## src/rtl/arrow_pkg.sv

```systemverilog
// Shared types and constants for the arrow spawner and its LFSR.
package arrow_pkg;

    typedef enum logic [1:0] {
        DIR_DOWN  = 2'b00,  // enters from top
        DIR_UP    = 2'b01,  // enters from bottom
        DIR_RIGHT = 2'b10,  // enters from left
        DIR_LEFT  = 2'b11   // enters from right
    } dir_t;

    typedef enum logic [1:0] {
        FREE   = 2'b00,
        ACTIVE = 2'b01,
        RETIRE = 2'b10
    } lane_state_t;

    typedef enum logic [1:0] {
        IDLE  = 2'b00,
        RUN   = 2'b01,
        DRAIN = 2'b10
    } game_state_t;

    localparam logic [15:0] LFSR_SEED = 16'hACE1;
    localparam int          MAX_LEVEL = 6;

    // Fibonacci step, taps 16,14,13,11; a non-zero state never reaches zero.
    function automatic logic [15:0] lfsr_next(input logic [15:0] s);
        return {s[14:0], s[15] ^ s[13] ^ s[12] ^ s[10]};
    endfunction

endpackage

```

## src/rtl/arrow_spawner_lfsr16.sv

```systemverilog
// Free-running 16-bit LFSR used to pick arrow direction (and inversion).
module lfsr16
    import arrow_pkg::*;
(
    input  logic        clk,
    input  logic        rst,
    output logic [15:0] state_out
);

    always_ff @(posedge clk or negedge rst) begin
        if (!rst) begin
            state_out <= LFSR_SEED;
        end else begin
            state_out <= lfsr_next(state_out);
        end
    end

endmodule

```

## src/rtl/arrow_spawner.sv

```systemverilog
// Arrow lane scheduler: periodic spawns, hit/lifetime retirement, hit counting, speed ramp.
// Optional ARROW_INVERT_EN: latch LFSR[2] into each lane's inversed flag at spawn.
module arrow_spawner
    import arrow_pkg::*;
#(
    parameter int NUM_SLOTS    = 4,
    parameter int SPAWN_PERIOD = 60,
    parameter int LIFE_FRAMES  = 200,
    parameter int LEVEL_SPAWNS = 8
) (
    input  logic                   clk,
    input  logic                   rst,
    input  logic                   game_active_in,
    input  logic [10:0]            hcount_in,
    input  logic [9:0]             vcount_in,
    input  logic [NUM_SLOTS-1:0]   hit_in,
    output logic [NUM_SLOTS-1:0]   valid_out,
    output logic [2*NUM_SLOTS-1:0] direction_out,
    output logic [3*NUM_SLOTS-1:0] speed_out,
    output logic [NUM_SLOTS-1:0]   inversed_out,
    output logic                   hit_pulse_out,
    output logic [7:0]             hit_count_out,
    output logic                   busy_out
);

    localparam int SCNT_W = $clog2(SPAWN_PERIOD);
    localparam int LIFE_W = $clog2(LIFE_FRAMES);
    localparam int LVLC_W = $clog2(LEVEL_SPAWNS + 1);

    logic [15:0]          lfsr;
    game_state_t          g_state, g_next;
    logic                 frame_tick;
    logic                 spawn_wrap;
    logic                 spawn_found;
    logic [SCNT_W-1:0]    spawn_cnt;
    logic [LVLC_W-1:0]    lvl_cnt;
    logic [2:0]           level;
    logic [NUM_SLOTS-1:0] lane_free, spawn_sel, hit_q, hit_rise, hit_ret;
    logic [3:0]           n_hits;
    logic [8:0]           hc_sum;
    logic                 hit_any_q;
    logic                 lfsr_unused;

    lfsr16 u_lfsr (
        .clk       (clk),
        .rst       (rst),
        .state_out (lfsr)
    );

    assign frame_tick = (hcount_in == 11'd0) && (vcount_in == 10'd0);
    assign spawn_wrap = (g_state == RUN) && frame_tick
                        && (spawn_cnt == SCNT_W'(SPAWN_PERIOD - 1));
    assign hit_rise   = hit_in & ~hit_q;
    assign busy_out   = ~&lane_free;

    // Global game FSM
    always_comb begin
        g_next = g_state;
        case (g_state)
            IDLE:    if (game_active_in) g_next = RUN;
            RUN:     if (!game_active_in) g_next = DRAIN;
            DRAIN:   if (game_active_in) g_next = RUN;
                     else if (&lane_free) g_next = IDLE;
            default: g_next = IDLE;
        endcase
    end

    // Lowest-index FREE lane wins a spawn; a RETIRE lane is not eligible yet.
    always_comb begin
        spawn_sel   = '0;
        spawn_found = 1'b0;
        for (int i = 0; i < NUM_SLOTS; i++) begin
            if (spawn_wrap && lane_free[i] && !spawn_found) begin
                spawn_sel[i] = 1'b1;
                spawn_found  = 1'b1;
            end
        end
    end

    always_comb begin
        n_hits = '0;
        for (int i = 0; i < NUM_SLOTS; i++) begin
            n_hits = n_hits + {3'b000, hit_ret[i]};
        end
        hc_sum = {1'b0, hit_count_out} + {5'b00000, n_hits};
    end

    always_ff @(posedge clk or negedge rst) begin
        if (!rst) begin
            g_state       <= IDLE;
            spawn_cnt     <= '0;
            lvl_cnt       <= '0;
            level         <= '0;
            hit_q         <= '0;
            hit_any_q     <= 1'b0;
            hit_pulse_out <= 1'b0;
            hit_count_out <= '0;
        end else begin
            g_state       <= g_next;
            hit_q         <= hit_in;
            hit_any_q     <= |hit_ret;
            hit_pulse_out <= hit_any_q;
            hit_count_out <= hc_sum[8] ? 8'hFF : hc_sum[7:0];
            if (g_state == IDLE && g_next == RUN) begin
                spawn_cnt <= '0;
                lvl_cnt   <= '0;
                level     <= '0;
            end else begin
                if (g_state == RUN && frame_tick) begin
                    spawn_cnt <= spawn_wrap ? '0 : spawn_cnt + SCNT_W'(1);
                end
                if (spawn_found) begin
                    if (lvl_cnt == LVLC_W'(LEVEL_SPAWNS - 1)) begin
                        lvl_cnt <= '0;
                        if (level < 3'(MAX_LEVEL)) level <= level + 3'd1;
                    end else begin
                        lvl_cnt <= lvl_cnt + LVLC_W'(1);
                    end
                end
            end
        end
    end

    for (genvar i = 0; i < NUM_SLOTS; i++) begin : g_lane
        lane_state_t       st, st_next;
        logic [LIFE_W-1:0] life_cnt;
        dir_t              dir;
        logic [2:0]        spd;
        logic              life_end;

        // Life counter reaches LIFE_FRAMES-1 on the tick that retires the lane.
        assign life_end      = frame_tick && (life_cnt == LIFE_W'(LIFE_FRAMES - 2));
        assign hit_ret[i]    = (st == ACTIVE) && hit_rise[i];
        assign lane_free[i]  = (st == FREE);
        assign valid_out[i]  = (st == ACTIVE);
        assign direction_out[2*i +: 2] = dir;
        assign speed_out[3*i +: 3]     = spd;

        always_comb begin
            st_next = st;
            case (st)
                FREE:    if (spawn_sel[i]) st_next = ACTIVE;
                ACTIVE:  if (hit_rise[i] || life_end) st_next = RETIRE;
                RETIRE:  st_next = FREE;
                default: st_next = FREE;
            endcase
        end

        always_ff @(posedge clk or negedge rst) begin
            if (!rst) begin
                st       <= FREE;
                life_cnt <= '0;
                dir      <= DIR_DOWN;
                spd      <= '0;
            end else begin
                st <= st_next;
                if (spawn_sel[i]) begin
                    life_cnt <= '0;
                    dir      <= dir_t'(lfsr[1:0]);
                    spd      <= 3'd1 + level;
                end else if (st == ACTIVE && frame_tick) begin
                    life_cnt <= life_cnt + LIFE_W'(1);
                end
            end
        end

`ifdef ARROW_INVERT_EN
        logic inv;
        assign inversed_out[i] = inv;
        always_ff @(posedge clk or negedge rst) begin
            if (!rst) begin
                inv <= 1'b0;
            end else if (spawn_sel[i]) begin
                inv <= lfsr[2];
            end
        end
`else
        assign inversed_out[i] = 1'b0;
`endif
    end

`ifdef ARROW_INVERT_EN
    assign lfsr_unused = ^lfsr[15:3];
`else
    assign lfsr_unused = ^lfsr[15:2];
`endif

endmodule

```

## config.mk

```make
export PLATFORM = sky130hd
export DESIGN_NAME = arrow_spawner
export DESIGN_NICKNAME = d
export VERILOG_FILES = /design/src/rtl/arrow_pkg.sv /design/src/rtl/arrow_spawner_lfsr16.sv /design/src/rtl/arrow_spawner.sv
export SDC_FILE = /design/constraint.sdc
export NUM_CORES = 1
export LEC_CHECK = 0
export BUFFER_PORTS_ARGS = -buffer_cell sky130_fd_sc_hd__buf_4
export CAP_MARGIN = 20
export CORE_ASPECT_RATIO = 1.75
export CORE_MARGIN = 2
export CORE_UTILIZATION = 25
export DETAILED_ROUTE_END_ITERATION = 7
export GPL_TIMING_DRIVEN = 0
export SLEW_MARGIN = 20
export SYNTH_ARGS = -nofsm -noshare
export SYNTH_HDL_FRONTEND = slang
export SYNTH_SLANG_ARGS = --single-unit
```

## constraint.sdc

```tcl
create_clock -name clk -period 6.8 [get_ports clk]
set_input_delay 1.36 -clock clk [delete_from_list [all_inputs] [get_ports clk]]
set_output_delay 1.36 -clock clk [all_outputs]
set_load 0.02 [all_outputs]
```

==> impl_metrics.prom <==
# TYPE chip_impl_metric gauge
chip_impl_info{name="run_status",value="finished clean"} 1
chip_impl_metric{name="pwr_dens",unit="nW/um^2"} 205
chip_impl_metric{name="die_height",unit="um"} 191
chip_impl_metric{name="post_route_cells_drive_above_1_share",unit="%"} 23.1
chip_impl_metric{name="synth_enable_flop_cells",unit=""} 0
chip_impl_metric{name="fin_worst_skew",unit="ns"} 0.0142
chip_impl_metric{name="cpPeakStageDelay",unit="ns"} 0.52
chip_impl_info{name="synth_top_family_by_area",value="simple AND/OR/NAND/NOR gates"} 1
chip_impl_metric{name="drcViolationCount",unit=""} 0
chip_impl_info{name="rsz0062_at_grt",value="false"} 1
chip_impl_metric{name="synth_seq_cells",unit=""} 105
chip_impl_metric{name="vias_per_cell",unit=""} 4.66
chip_impl_metric{name="drv_slew",unit=""} 0
chip_impl_metric{name="die_area",unit="sq um"} 21100
chip_impl_metric{name="synth_cell_types",unit=""} 51
chip_impl_metric{name="setup_tns",unit="ns"} 0
chip_impl_metric{name="netlist_area",unit="sq um"} 4990
chip_impl_metric{name="antennaDiodeCount",unit=""} 0
chip_impl_metric{name="synth-adder-area-share",unit="%"} 4.21
chip_impl_metric{name="hold_path_depth",unit=""} 0
chip_impl_metric{name="total_global_routing_overflow",unit=""} 0
chip_impl_info{name="netlist.top_cell.by_area",value="dfrtp_1"} 1
chip_impl_info{name="holdCritPathClass",value="flip-flop to flip-flop"} 1
chip_impl_metric{name="cts_buffer_depth",unit=""} 2
chip_impl_metric{name="ctsResizeCount",unit=""} 0
chip_impl_metric{name="maxClockFrequency",unit="MHz"} 280
chip_impl_metric{name="numCtsBuffers",unit=""} 9
chip_impl_metric{name="first_global_vias",unit=""} 3765
chip_impl_metric{name="yosysSeqAreaShare",unit="%"} 52.9
chip_impl_metric{name="route.final.wire_length",unit="mm"} 11.3
chip_impl_metric{name="area_growth_syn_to_layout",unit="%"} 22.3
chip_impl_info{name="cts_root_buf",value="clkbuf_16"} 1
chip_impl_metric{name="syn_area_per_cell",unit="sq um"} 10.7
chip_impl_metric{name="place_congestion",unit=""} 0.785
chip_impl_metric{name="instances_no_fill",unit=""} 790
chip_impl_metric{name="grt_use_total",unit="%"} 11.2
chip_impl_info{name="timing.critical_path.to_type",value="flip-flop"} 1
chip_impl_metric{name="final_cell_area",unit="sq um"} 6100
chip_impl_metric{name="placedInstanceArea",unit="sq um"} 5770
chip_impl_metric{name="worst_case_vdd_ir_drop",unit="uV"} 149
chip_impl_metric{name="postSynthCellCount",unit=""} 465
chip_impl_info{name="cts_tree",value="built"} 1
chip_impl_metric{name="number_of_port_buffers",unit=""} 61
chip_impl_metric{name="layout.nets",unit=""} 583
chip_impl_metric{name="numPlacedInstances",unit=""} 774
chip_impl_info{name="critPathLaunchType",value="input port"} 1
chip_impl_metric{name="grt_antenna_before_repair",unit=""} 0
chip_impl_metric{name="period_needed",unit="ns"} 3.57
chip_impl_metric{name="synth-simple-area-share",unit="%"} 22.8
chip_impl_metric{name="die_width",unit="um"} 111
chip_impl_metric{name="post_synthesis_compound_gate_area_fraction",unit="%"} 4.54
chip_impl_metric{name="drt.antenna.violating_nets",unit=""} 0
chip_impl_metric{name="core_area",unit="sq um"} 19700
chip_impl_metric{name="synth-xor-area-share",unit="%"} 6.32
chip_impl_metric{name="clkSlewWorstSetupHoldPaths",unit="ns"} 0.08
chip_impl_metric{name="setup_viol_count_final",unit=""} 0
chip_impl_metric{name="drtPass1Iterations",unit=""} 4
chip_impl_metric{name="power.static_leakage",unit="nW"} 2.78
chip_impl_metric{name="cts-hold-fix-buffers",unit=""} 0
chip_impl_metric{name="critPathArrivalTime",unit="ns"} 3.81
chip_impl_info{name="critPathSlowestCell",value="fa_1"} 1
chip_impl_metric{name="maxSlewHeadroom",unit="%"} 35.3
chip_impl_metric{name="synth_top_area_share",unit="%"} 48.7
chip_impl_metric{name="floorplan.initialDensity",unit="%"} 25.4
chip_impl_metric{name="yosys_warnings",unit=""} 0
chip_impl_info{name="postSynth.topFlopCell",value="dfrtp_1"} 1
chip_impl_info{name="yosys-top-cells-area",value="dfrtp_1, xnor2_1, dfstp_2"} 1
chip_impl_metric{name="clkLatencyLatePin",unit="ns"} 0.36
chip_impl_metric{name="detail_route.wl_per_cell",unit="um"} 14.3
chip_impl_metric{name="tightestPinTransition",unit="ns"} 0.970
chip_impl_metric{name="postCtsSetupBuffers",unit=""} 0
chip_impl_metric{name="place_hpwl",unit="mm"} 8.14
chip_impl_metric{name="grt_first_pass_wirelength",unit="mm"} 19.0
chip_impl_info{name="critical_path_class",value="input port to flip-flop"} 1
chip_impl_metric{name="synth.mux.area_fraction",unit="%"} 5.24
chip_impl_metric{name="finish.utilization",unit="%"} 31.0
chip_impl_metric{name="detailedRoute.firstIterationViolations",unit=""} 178
chip_impl_metric{name="ctsHtreeMaxLevel",unit=""} 3
chip_impl_info{name="crit_path_cell_trace",value="buf_4 -> nor2b_1 -> nand2_1 -> fa_1 -> inv_1 -> fa_1 -> fa_1 -> nand2_1 -> nor2_1 -> nand3_1 -> nand2_1"} 1
chip_impl_metric{name="route.vias.total",unit=""} 3683
chip_impl_metric{name="report.final.hold_viol_count",unit=""} 0
chip_impl_metric{name="rows",unit=""} 68
chip_impl_metric{name="max-cap-violations",unit=""} 0
chip_impl_metric{name="asyncSetResetFlopFracSynth",unit="%"} 100
chip_impl_metric{name="numClockSinks",unit=""} 105
chip_impl_metric{name="critPathRequiredTime",unit="ns"} 7.04
chip_impl_metric{name="maximum_number_of_pins_on_one_net_before_global_route_repair",unit=""} 106
chip_impl_metric{name="pin_count",unit=""} 66
chip_impl_metric{name="worstPathMaxFanout",unit=""} 6
chip_impl_metric{name="layout_worst_path_cycle_share",unit="%"} 52.5
chip_impl_metric{name="reg2reg_depth",unit=""} 10
chip_impl_metric{name="total_power",unit="W"} 0.00125
## power breakdown
| part | leakage (nW) | switching (W) | internal (W) | total (W) |
|---|---|---|---|---|
| Sequential | 1.39 | 0.00000292 | 0.000628 | 0.000631 |
| Clock | 0.161 | 0.000267 | 0.000301 | 0.000568 |
| Combinational | 1.23 | 0.0000291 | 0.0000197 | 0.0000488 |
| Total | 2.78 | 0.000299 | 0.000948 | 0.00125 |
## stage by stage
stage | setup slack, ns | hold slack (ns)
global placement | 2.86 | 0.337
finish | 3.23 | 0.356
detailed placement | 2.83 | 0.336
global route | 3.06 | 0.362
CTS | 3.23 | 0.357
floorplan | 3.20 | 0.331
## cells in the final DEF (no fill, tap or decap), types with 5 or more instances in the layout
master / synthesis / final
buf_2: 5 / 5
mux2_2: 17 / 17
nand4_1: 19 / 19
nand2_1: 26 / 26
nor2_1: 56 / 56
dfstp_2: 8 / 8
xor2_1: 8 / 8
ha_1: 12 / 12
mux2i_1: 7 / 7
nand3_1: 20 / 20
clkbuf_16: 0 / 9
nor3_1: 16 / 16
inv_1: 16 / 16
xnor2_1: 28 / 28
dfrtp_1: 97 / 97
nand4b_1: 5 / 5
buf_4: 9 / 69
and2_1: 7 / 7
clkbuf_1: 5 / 5
o21ai_0: 7 / 7
nor4_1: 15 / 15
nand2b_1: 11 / 11
a21oi_1: 10 / 10
## flip-flops by register name, indices dropped and copies added, names as in the netlist
register and flops:
g_lane.dir 8, g_lane.life_cnt 32, g_lane.spd 12, g_lane.st 8, g_state 2, hit_any_q 1, hit_count_out 8, hit_pulse_out 1
hit_q 4, level 3, lvl_cnt 4, spawn_cnt 6, u_lfsr.state_out 16
## cells by family (layout without fill, tap and decap cells)
logic type | after synthesis | after routing
compound gates | 35 | 35
xor+xnor | 36 | 36
fa+ha+maj | 15 | 15
buf+inv | 41 | 118
flops | 105 | 105
mux | 24 | 24
other cells | 1 | 4
simple gates | 208 | 208
## path summary, 6_finish.rpt
check,start,endpoint,slack (ns)
worst max-delay path,hit_in[0],hit_count_out[5]$_DFF_PN0_,3.23
worst min-delay path,u_lfsr.state_out[8]$_DFF_PN0_,u_lfsr.state_out[9]$_DFF_PN0_,0.36
worst max register to register,g_lane[2].st[1]$_DFFE_PN0P_,hit_count_out[5]$_DFF_PN0_,3.76
worst min register to register,u_lfsr.state_out[8]$_DFF_PN0_,u_lfsr.state_out[9]$_DFF_PN0_,0.36
max in group asynchronous,rst,g_lane[1].life_cnt[1]$_DFFE_PN0P_,5.02
min in group asynchronous,rst,hit_q[0]$_DFF_PN0_,1.08
## metal layers
metal	up-vias	routed length (um)	track usage, %
met5	-	0	0
met4	0	185	4.42
met3	10	512	2.38
met2	82	5890	20.3
met1	1821	4690	12.8
li1	1770	-	-
## cell type report
| cell class | count | area (sq um) |
|---|---|---|
| timing repair buffer | 61 | 462 |
| clock buffer | 9 | 225 |
| buffer | 22 | 123 |
| fill | 2038 | 13600 |
| sequential | 105 | 2640 |
| tap | 245 | 307 |
| inverter | 19 | 71.3 |
| clock inverter | 7 | 105 |
| multi-input combinational | 322 | 2170 |
## critical path: cells and delay by family
family / cells / cell delay, ns
adder cells (fa/ha/maj): 3 / 1.42
buffers and inverters: 2 / 0.13
AND/OR/NAND/NOR: 6 / 0.89
## Yosys cell counts (4+ instances only)
cell type,instances
and4_1,4
dfrtp_1,97
nand3_1,20
nand4_1,19
nand2_1,26
and2_1,7
nor4_1,15
buf_4,9
or4_1,4
nor3_1,16
buf_2,5
nor2_1,56
dfstp_2,8
ha_1,12
nand4b_1,5
xor2_1,8
nand2b_1,11
clkbuf_1,5
mux2i_1,7
a21oi_1,10
inv_1,16
mux2_2,17
o21ai_0,7
xnor2_1,28
Power figures use the tool's default switching activity.
